### src/rtl/loom_axil_reg_bridge.sv
// AXI4-Lite slave to single-outstanding req/ack register bus, with per-request
// acknowledge timeout so a hung peripheral yields DECERR instead of a stall.
module loom_axil_reg_bridge #(
  parameter int unsigned ADDR_WIDTH    = 20,
  parameter int unsigned ACK_TIMEOUT   = 16,
  parameter logic [31:0] TIMEOUT_RDATA = 32'hDEAD_BEEF
) (
  input  logic                  clk,
  input  logic                  rst_n,
  input  logic [ADDR_WIDTH-1:0] s_axil_awaddr,
  input  logic                  s_axil_awvalid,
  output logic                  s_axil_awready,
  input  logic [31:0]           s_axil_wdata,
  input  logic [3:0]            s_axil_wstrb,
  input  logic                  s_axil_wvalid,
  output logic                  s_axil_wready,
  output logic [1:0]            s_axil_bresp,
  output logic                  s_axil_bvalid,
  input  logic                  s_axil_bready,
  input  logic [ADDR_WIDTH-1:0] s_axil_araddr,
  input  logic                  s_axil_arvalid,
  output logic                  s_axil_arready,
  output logic [31:0]           s_axil_rdata,
  output logic [1:0]            s_axil_rresp,
  output logic                  s_axil_rvalid,
  input  logic                  s_axil_rready,
  output logic                  reg_req_o,
  output logic                  reg_we_o,
  output logic [ADDR_WIDTH-1:0] reg_addr_o,
  output logic [31:0]           reg_wdata_o,
  output logic [3:0]            reg_be_o,
  input  logic                  reg_ack_i,
  input  logic [31:0]           reg_rdata_i,
  input  logic                  reg_err_i,
  output logic                  timeout_o
);

  localparam int unsigned CNT_W = (ACK_TIMEOUT > 0) ? $clog2(ACK_TIMEOUT + 1) : 1;
  localparam logic [CNT_W-1:0] CNT_LAST = (ACK_TIMEOUT > 0) ? CNT_W'(ACK_TIMEOUT - 1) : '0;
  localparam logic [ADDR_WIDTH-1:0] ADDR_MASK = ~ADDR_WIDTH'(3);

  typedef enum logic [2:0] {IDLE, WR_REQ, RD_REQ, WR_RESP, RD_RESP} state_t;
  typedef enum logic {GRANT_WRITE, GRANT_READ} grant_t;

  state_t state_q, state_d;
  grant_t last_grant_q;

  logic                  aw_full_q, w_full_q, ar_full_q;
  logic [ADDR_WIDTH-1:0] aw_addr_q, ar_addr_q;
  logic [31:0]           w_data_q;
  logic [3:0]            w_strb_q;
  logic [CNT_W-1:0]      cnt_q;

  logic aw_hs, w_hs, ar_hs;
  logic wr_ready, rd_ready;
  logic grant_wr, grant_rd, req_done, req_timeout, req_end;

  assign s_axil_awready = !aw_full_q;
  assign s_axil_wready  = !w_full_q;
  assign s_axil_arready = !ar_full_q;

  assign aw_hs = s_axil_awvalid && !aw_full_q;
  assign w_hs  = s_axil_wvalid  && !w_full_q;
  assign ar_hs = s_axil_arvalid && !ar_full_q;

  assign wr_ready = aw_full_q && w_full_q;
  assign rd_ready = ar_full_q;

  assign reg_req_o     = (state_q == WR_REQ) || (state_q == RD_REQ);
  assign s_axil_bvalid = (state_q == WR_RESP);
  assign s_axil_rvalid = (state_q == RD_RESP);
  assign req_end       = req_done || req_timeout;

  always_comb begin
    state_d     = state_q;
    grant_wr    = 1'b0;
    grant_rd    = 1'b0;
    req_done    = 1'b0;
    req_timeout = 1'b0;
    case (state_q)
      IDLE: begin
        // Round-robin only matters when both are ready; the loser of the last grant wins.
        if (wr_ready && (!rd_ready || last_grant_q == GRANT_READ)) begin
          grant_wr = 1'b1;
          state_d  = WR_REQ;
        end else if (rd_ready) begin
          grant_rd = 1'b1;
          state_d  = RD_REQ;
        end
      end
      WR_REQ, RD_REQ: begin
        if (reg_ack_i) begin
          req_done = 1'b1;
        end else if (ACK_TIMEOUT != 0 && cnt_q == CNT_LAST) begin
          req_timeout = 1'b1;
        end
        if (req_done || req_timeout) begin
          state_d = (state_q == WR_REQ) ? WR_RESP : RD_RESP;
        end
      end
      WR_RESP: if (s_axil_bready) state_d = IDLE;
      RD_RESP: if (s_axil_rready) state_d = IDLE;
      default: state_d = IDLE;
    endcase
  end

  always_ff @(posedge clk or negedge rst_n) begin
    if (!rst_n) begin
      state_q <= IDLE;
    end else begin
      state_q <= state_d;
    end
  end

  always_ff @(posedge clk or negedge rst_n) begin
    if (!rst_n) begin
      aw_full_q <= 1'b0;
      w_full_q  <= 1'b0;
      ar_full_q <= 1'b0;
      aw_addr_q <= '0;
      ar_addr_q <= '0;
      w_data_q  <= '0;
      w_strb_q  <= '0;
    end else begin
      if (req_end && state_q == WR_REQ) begin
        aw_full_q <= 1'b0;
        w_full_q  <= 1'b0;
      end else begin
        if (aw_hs) begin
          aw_full_q <= 1'b1;
          aw_addr_q <= s_axil_awaddr & ADDR_MASK;
        end
        if (w_hs) begin
          w_full_q <= 1'b1;
          w_data_q <= s_axil_wdata;
          w_strb_q <= s_axil_wstrb;
        end
      end
      if (req_end && state_q == RD_REQ) begin
        ar_full_q <= 1'b0;
      end else if (ar_hs) begin
        ar_full_q <= 1'b1;
        ar_addr_q <= s_axil_araddr & ADDR_MASK;
      end
    end
  end

  always_ff @(posedge clk or negedge rst_n) begin
    if (!rst_n) begin
      last_grant_q <= GRANT_WRITE;
      reg_we_o     <= 1'b0;
      reg_addr_o   <= '0;
      reg_wdata_o  <= '0;
      reg_be_o     <= '0;
      cnt_q        <= '0;
      s_axil_bresp <= '0;
      s_axil_rresp <= '0;
      s_axil_rdata <= '0;
      timeout_o    <= 1'b0;
    end else begin
      timeout_o <= req_timeout;
      if (grant_wr) begin
        last_grant_q <= GRANT_WRITE;
        reg_we_o     <= 1'b1;
        reg_addr_o   <= aw_addr_q;
        reg_wdata_o  <= w_data_q;
        reg_be_o     <= w_strb_q;
      end else if (grant_rd) begin
        last_grant_q <= GRANT_READ;
        reg_we_o     <= 1'b0;
        reg_addr_o   <= ar_addr_q;
      end
      if (reg_req_o && !req_end) begin
        cnt_q <= cnt_q + 1'b1;
      end else begin
        cnt_q <= '0;
      end
      if (req_end && state_q == WR_REQ) begin
        s_axil_bresp <= req_timeout ? 2'b11 : (reg_err_i ? 2'b10 : 2'b00);
      end
      if (req_end && state_q == RD_REQ) begin
        s_axil_rresp <= req_timeout ? 2'b11 : (reg_err_i ? 2'b10 : 2'b00);
        s_axil_rdata <= req_timeout ? TIMEOUT_RDATA : reg_rdata_i;
      end
    end
  end

endmodule

### config.mk
export PLATFORM = sky130hd
export DESIGN_NAME = loom_axil_reg_bridge
export DESIGN_NICKNAME = d
export VERILOG_FILES = /design/src/rtl/loom_axil_reg_bridge.sv
export SDC_FILE = /design/constraint.sdc
export NUM_CORES = 1
export LEC_CHECK = 0
export CELL_PAD_IN_SITES_DETAIL_PLACEMENT = 2
export CELL_PAD_IN_SITES_GLOBAL_PLACEMENT = 2
export CORE_MARGIN = 2
export CORE_UTILIZATION = 25
export CTS_BUF_LIST = sky130_fd_sc_hd__clkbuf_2
export DETAILED_ROUTE_END_ITERATION = 16
export GPL_ROUTABILITY_DRIVEN = 0
export MAX_ROUTING_LAYER = met4
export PLACE_DENSITY = 0.74
export RECOVER_POWER = 100
export SLEW_MARGIN = 10
export SYNTH_ARGS = -nofsm -noshare
export SYNTH_HDL_FRONTEND = slang
export SYNTH_SLANG_ARGS = --single-unit
### constraint.sdc
create_clock -name clk -period 6.6 [get_ports clk]
set_clock_uncertainty 0.2 [all_clocks]
set_input_delay 1.32 -clock clk [delete_from_list [all_inputs] [get_ports clk]]
set_output_delay 1.32 -clock clk [all_outputs]
set_load 0.01 [all_outputs]
## After elaboration in Yosys (flattened, before gate mapping)

Index checks and enable logic that the tools add are counted.

| cells by class | value |
|---|---|
| add/sub/neg operators | 1 |
| equality and inequality tests | 9 |
| mux-type cells | 35 |
| bitwise gates (word level) | 2 |
| reductions and logical operators | 26 |

Operators by type and width:

| kind | number |
|---|---|
| 20-bit 2-to-1 mux | 2 |
| 32-bit 2-to-1 mux | 1 |
| 1-bit 2-to-1 mux | 22 |
| 3-bit 2-to-1 mux | 6 |
| 3-bit case mux with 4 select lines | 1 |
| 1-bit logical AND | 8 |
| 2-bit nonzero test | 4 |
| 3-bit by 2-bit == test with 1-bit output (second input constant) | 2 |
| 2-bit AND reduction | 3 |
| 5-bit by 1-bit adder with 5-bit output (second input constant) | 1 |
| 5-bit by 4-bit == test with 1-bit output (second input constant) | 1 |
| 5-bit 2-to-1 mux | 1 |
| 1-bit zero test | 4 |
| 1-bit logical OR | 4 |
| 2-bit 2-to-1 mux | 2 |
| 2-bit by 1-bit != test with 1-bit output (second input constant) | 2 |
| 4-bit AND reduction | 1 |
| 3-bit by 1-bit == test with 1-bit output (second input constant) | 1 |
| 3-bit == test (second input constant) | 1 |
| 3-bit zero test | 1 |
| 3-bit != test (second input constant) | 1 |
| 2-bit != test (second input constant) | 1 |
| 1-bit inverter | 2 |
| 2-bit OR reduction | 1 |

| storage, ports and cells | value |
|---|---|
| flip-flop bits (word level) | 178 |
| output and inout bits | 100 |

## Logic depth before layout (Yosys ltp)

| depth | value |
|---|---|
| depth after elaboration | 9 |
| depth in mapped cells | 9 |

## Least setup slack after synthesis

Ideal clock, no wire load.

| path | value |
|---|---|
| path type | input to register |
| start | in reg_ack_i |
| end | reg ar_addr_q[10] |
| setup time | 125 ps |
| data arrival time | 2,259 ps |
| required time | 6,275 ps |
| setup slack | 4,015 ps |
| stages | 5 |
| cells stage by stage | o21ai_2 > and3_4 > buf_6 > buf_6 > mux2_4 |

| on the way | value |
|---|---|
| cells in the longest elaborated chain, start to end | 7 |
| elaborated cells between the ends (all ways) | 10 |
| classes of those cells | mux: 6; bitwise: 1; reduce/logical: 3 |

Ends and longest elaborated chain:

| item | RTL line | RTL |
|---|---|---|
| start, declared | 32 | `input logic reg_ack_i,` |
| 1-bit 2-to-1 mux | 92 | `if (reg_ack_i) begin` |
| 1-bit 2-to-1 mux (2 in series) | 80 | `case (state_q)` |
| 1-bit logical OR * | 72 | `assign req_end = req_done \|\| req_timeout;` |
| 1-bit logical AND * | 139 | `if (req_end && state_q == RD_REQ) begin` |
| 1-bit inverter (no line) * | n/a |  |
| 2-bit AND reduction (no line) * | n/a |  |
| end signal, assigned | 143 | `ar_addr_q <= s_axil_araddr & ADDR_MASK;` |
| end, declared | 49 | `logic [ADDR_WIDTH-1:0] aw_addr_q, ar_addr_q;` |

Mark *: on every way between the ends. The rest lies on a longest branch, timed or not. The select of a mux whose other input is x is not followed.
A chain may end at the register's enable or synchronous reset.

==> results.yml <==
layout:
  layout_common_cells: "dfrtp_1, clkdlybuf4s50_1, dlygate4sd3_1"
  postLayoutCellArea_um2: 9400
  n_fill_cell: 2728
  final_common_cell: "dfrtp_1"
  drive_gt1_frac: 0.202
  nNetsFinal: 775
  fin_cells: 1011
  area_delta_synth_final_pct: 37.2
setup_path:
  max_stage_delay_ps: 2050
  critical_path.top_delay_family: "buffers and inverters"
  cp.arrival_ps: 4900
  critPathRequiredTime_ps: 6980
  endpoint_kind: "asynchronous set/reset pin"
  ff2ff_setup_slack_ps: 2370
  cp_max_fo: 62
  path_class: "in2async"
  worst_path_max_delay_cell: "clkbuf_1"
  critPathBufInv: 2
  crit_chain: "clkbuf_1, clkbuf_2"
  critPathLaunchType: "input port"
die:
  rows: 60
  dieArea_um2: 28700
  core-area_um2: 27000
  ioPinCount: 217
  die_y_um: 170
  start_util: 0.254
  dieWidth_um: 170
timing:
  timing.hold.ws_ps: 292
  layout_min_cycle_time_ps: 4520
  fin_tns_setup_ps: 0
  fin_ws_ps: 2080
  setup_viol: 0
  rsz0062_at_grt: "no"
  period_share: 0.686
  hold_violations: 0
  worstMarginPinSlew_ps: 2960
  max_freq_mhz: 221
  slew_headroom: -0.971
  slew_violations: 300
yosys:
  synth_xor_area_frac: 0.00383
  syn-instance-count: 448
  synth_seq_cells: 176
  synth.cell_area_um2: 6850
  synthArstFlopShare: 1.00
  ys.flop_type: "dfrtp_1"
  seq_area_frac_synth: 0.643
  yosys_warnings: 0
  synth_area_leaders: "dfrtp_1, mux2_2, o22a_1, a221o_1, mux2_4"
  ys_types: 41
  yosys.area_share.adder: 0.00365
  yosys.area_share.simple: 0.0506
  yosysTopAreaCellShare: 0.643
  synth-compound-area-share: 0.0846
  syn_area_per_cell_um2: 15.3
  synth_enable_flop_cells: 0
  yosys-mux-area-fraction: 0.183
  yosysTopAreaCell: "dfrtp_1"
  synth_top_family_by_area: "multiplexers"
route:
  drt_wl_total_mm: 19.7
  num_vias: 4547
  ant_nets: 0
  wire_per_inst_um: 19.5
  viasPerCell: 4.50
  first_pass_iters: 4
  first_iter_violations: 132
  drc: 0
power:
  leakagePower_uw: 0.00398
  power_density_nw_per_um2: 457
  irDropWorstVdd_uv: 162
placement:
  hpwl_mm: 13.9
  portBuffers: 210
  dp_cells: 978
  place_area_um2: 9270
  place_ws_ps: 2470
run_status:
  outcome: "complete, but fails checks"
  failed_checks: "capacitance limit, slew limit"
cts:
  cts_made_buffers: 17
  htree_levels: 4
  clockBufferDepth: 2
  ctsHoldBuffers: 0
  postCtsSetupBuffers: 0
  clockRootBuffer: "clkbuf_2"
  cts_tree: "done"
  ctsResizeCount: 0
  clock_latency_ps: 720
  path_clk_slew_ps: 280
  cts_sinks: 176
global_route:
  grt_pass1_wl_mm: 31.4
  overflow: 0
  antenna_found_initial: 1
  grt_start_max_net_pins: 63
  grtUsageTotal: 0.147
  first_global_vias: 5402
min_path:
  hp-class: "reg2reg"
flow_run:
  cap_viol_max_count: 7
[flip-flops by register name, indices dropped and copies added (netlist names)]
| signal | flops |
|---|---|
| s_axil_rresp | 2 |
| reg_we_o | 1 |
| state_q | 3 |
| ar_addr_q | 18 |
| reg_be_o | 4 |
| s_axil_rdata | 32 |
| aw_addr_q | 18 |
| timeout_o | 1 |
| w_strb_q | 4 |
| w_data_q | 32 |
| aw_full_q | 1 |
| reg_addr_o | 18 |
| cnt_q | 5 |
| w_full_q | 1 |
| reg_wdata_o | 32 |
| last_grant_q | 1 |
| ar_full_q | 1 |
| s_axil_bresp | 2 |
[metal layers]
| metal | share of wire | global-route usage | vias to the layer above |
|---|---|---|---|
| li1 | - | - | 2019 |
| met1 | 0.40 | 0.167 | 2373 |
| met2 | 0.52 | 0.253 | 139 |
| met3 | 0.062 | 0.0473 | 16 |
| met4 | 0.011 | 0.0342 | 0 |
| met5 | 0 | - | - |
[Yosys cell counts, types with 7 or more instances]
cell     count
buf_2        8
a221o_1     18
nor2b_1     21
o22a_1      24
buf_4       13
mux2_4      10
dfrtp_1    176
nor2_1      10
nand2_1     10
mux2_2      98
a22o_1       8
inv_1        7
[power by group]
group | internal [uW] | total [uW] | switching [uW]
clock | 182 | 587 | 405
combinational | 1040 | 1810 | 774
sequential | 1600 | 1900 | 299
[cell families (layout without fill, tap and decap cells)]
logic type,after synthesis,after routing
other cells,1,4
buf+inv,35,254
simple gates,56,56
compound gates,67,67
flops,176,176
xor+xnor,3,3
fa+ha+maj,2,2
mux,108,108
[cell type report]
type / count / area, um2 / area share
clock inverters: 13 / 154 / 0.0164
clock buffers: 18 / 90.1 / 0.00959
flip-flops and latches: 176 / 4400 / 0.469
repair buffers: 216 / 2120 / 0.226
well taps: 341 / 427 / 0.0454
diodes: 2 / 5.00 / 0.000533
multi-input cells: 238 / 2170 / 0.231
inverters: 7 / 26.3 / 0.00280
[final timing paths]
path	start	to	cells after the start
worst min-delay path	w_data_q[0]$_DFFE_PN0P_	reg_wdata_o[0]$_DFFE_PN0N_	1
max in group clk	reg_ack_i	w_data_q[0]$_DFFE_PN0P_	4
min in group asynchronous	rst_n	reg_wdata_o[17]$_DFFE_PN0N_	1
worst max-delay path	rst_n	w_data_q[28]$_DFFE_PN0P_	2
worst min register to register	w_data_q[0]$_DFFE_PN0P_	reg_wdata_o[0]$_DFFE_PN0N_	1
worst max register to register	cnt_q[0]$_DFF_PN0_	w_data_q[0]$_DFFE_PN0P_	6
[through the flow]
step	total power, uW	util
floorplan	2950	-
finish	4290	0.349
detailed placement	3950	0.344
CTS	4570	0.353
global route	4640	0.349
global placement	3810	0.344
(Power assumes the default switching activity.)
==> RTL change: new RTL, config.mk and constraints unchanged <==
`ADDR_WIDTH`: 20 -> 24.
--- a/src/rtl/loom_axil_reg_bridge.sv
+++ b/src/rtl/loom_axil_reg_bridge.sv
@@ -2,5 +2,5 @@
 // acknowledge timeout so a hung peripheral yields DECERR instead of a stall.
 module loom_axil_reg_bridge #(
-  parameter int unsigned ADDR_WIDTH    = 20,
+  parameter int unsigned ADDR_WIDTH    = 24,
   parameter int unsigned ACK_TIMEOUT   = 16,
   parameter logic [31:0] TIMEOUT_RDATA = 32'hDEAD_BEEF
Interface: changed (resized reg_addr_o, s_axil_araddr and s_axil_awaddr); port bits go from 217 to 229. No check against the original RTL was run, so the function may have changed too.
==> RTL change against the original RTL <==
  * Largest power group unchanged
  * Sequential cell count grew 12
  * Worst hold slack gained 0.0037 ns
  * Synthesized area grew 7.5%
  * Critical path depth grew 4
  * Wire length grew 2.9%
  * Power grew 5.2%
  * Cell count grew 8.2%
  * The flow still finishes with violations (max-capacitance violations, max-slew violations)
  * Cell area grew 7.1%
  * Via count grew 5.7%
  * Synthesized cell count grew 6.7%
  * Worst setup slack gained 0.27 ns
  * Highest routed layer unchanged
  * Count of clock-buffer cells in the layout shrank 1
==> RTL change: results (changes against the original RTL) <==
| Metric | Value |
|---|---|
| Status | finished with violations |
| Violated checks | max-capacitance violations, max-slew violations |
| Post-DP Area | 9940 µm² (+7.3%) |
| Largest net degree at the start of global routing | 89 (+41%) |
| Max-Cap Viols | 6 (-1) |
| Worst skew pair latency | 0.78 ns (+0.06 ns) |
| Worst-path clk slew | 0.28 ns (about the same) |
| Layout cell share with drive strength beyond 1 | 0.181 (-0.0216) |
| GR Util All Layers | 0.142 (-0.00468) |
| Count of input and output buffers | 222 (+5.7%) |
| Biggest regs | reg_wdata_o (32), s_axil_rdata (32), w_data_q (32) |
| H-tree Lvls | 4 (unchanged) |
| Crit Path Max Fanout | 22 (-65%) |
| Synth async-reset ratio | 1.00 (unchanged) |
| First-pass GRT wire length | 33000 µm (+5.2%) |
| Post_cts resized | 0 (unchanged) |
| Vias per cell | 4.39 (-2.3%) |
| Post-layout nets | 824 (+6.3%) |
| Lkg Pwr | 4.24 nW (+6.5%) |
| Clock root cell | clkbuf_2 |
| Total power | 4.52 mW (+5.2%) |
| Synth cell types | 42 (+2.4%) |
| Detailed placement HPWL | 14000 µm (+0.34%) |
| Vias in the first global route | 5647 (+4.5%) |
| Final Max Slew Viols | 205 (-32%) |
| Top cells by area, synth | dfrtp_1, mux2_2, mux2_4, a221o_1, o22a_1 |
| Initial antenna violation count | 1 (unchanged) |
| First-pass DRT Iterations | 4 (unchanged) |
| Switching power | 1.57 mW (+6.5%) |
| Synthesized area per cell | 15.4 µm² (+0.74%) |
| VDD IR-drop max | 0.135 mV (-16%) |
| CTS Buf Count | 17 (unchanged) |
| Clock Path Buffers | 2 (unchanged) |
| Post-synthesis sequential area ratio | 0.639 (-0.00400) |
| Worst Tran Pin Value | 2.88 ns (-0.0789 ns) |
| DRT iter0 DRCs | 173 (+31%) |
| Hold Crit Class | flop to flop |
| Routed WL per cell | 18.5 µm (-4.9%) |
| Logic gate share of total power | 0.421 (about the same) |
| # Post-CTS Setup Buffers | 0 (unchanged) |
| Clock power frac | 0.135 (-0.002) |
| Syn. warnings | 0 (unchanged) |
| Crit path max-delay cell type | o21ai_0 |
| Commonest cells post-synth | dfrtp_1, mux2_2, nor2b_1, o22a_1, a221o_1 |
| Non-Filler Instances | 1094 (+8.2%) |
| Max stage delay on crit path | 1.27 ns (-0.78 ns) |
RTL change: changes by cell type after synthesis, sizes merged, moves of 2 or more:
cell    unedited run  this run
a221o             18        22
clkbuf             4         6
dfrtp            176       188
mux2             108       116
nor2              11        13
nor2b             21        25
RTL change: cell type report:
class	instances	area, µm²
inverter	6	22.5
timing repair buffer	229	2260
clock buffer	17	85.1
sequential	188	4700
fill	3016	18800
multi-input combinational	255	2350
antenna	1	2.50
clock inverter	14	155
tap	384	480
RTL change: final timing paths:
kind,startpoint,end,slack [ns],cells past startpoint
max in group asynchronous,rst_n,w_data_q[23],2.68,2
min reg2reg,cnt_q[0],cnt_q[0],0.30,1
min,cnt_q[0],cnt_q[0],0.30,1
max reg2reg,cnt_q[0],ar_addr_q[12],2.35,6
max,cnt_q[0],ar_addr_q[12],2.35,6
min in group asynchronous,rst_n,aw_full_q,0.36,1
RTL change: critical path: cells and delay by family, from the launching register on:
family / cells / cell delay (ns)
AND/OR/NAND/NOR: 2 / 1.33
AO/OA/AOI/OAI: 1 / 1.27
adder cells (fa/ha/maj): 2 / 0.48
flip-flops: 1 / 0.47
multiplexers: 1 / 0.40
RTL change: per-layer routing:
metal,part of all wire,GRT usage
met5,0,-
met2,0.48,0.225
met1,0.45,0.179
met4,0.0071,0.0320
met3,0.070,0.0448
RTL change: kinds of logic after synthesis:
kind of cell	Yosys count	share of synthesized area
buffers and inverters	36	0.0287
and+or+nand+nor	62	0.0523
other	1	0.000509
xor gates and xnor gates	3	0.00357
adders and majority gates	2	0.00340
DFF	188	0.639
AOI/OAI and AO/OA	70	0.0851
muxes	116	0.188
RTL change: metrics by stage:
stage	hold slack, ns	setup slack [ns]
finish	0.295	2.35
global route	0.269	2.05
CTS	0.262	2.52
detailed placement	0.279	2.72
global placement	0.252	2.77
floorplan	0.233	4.03
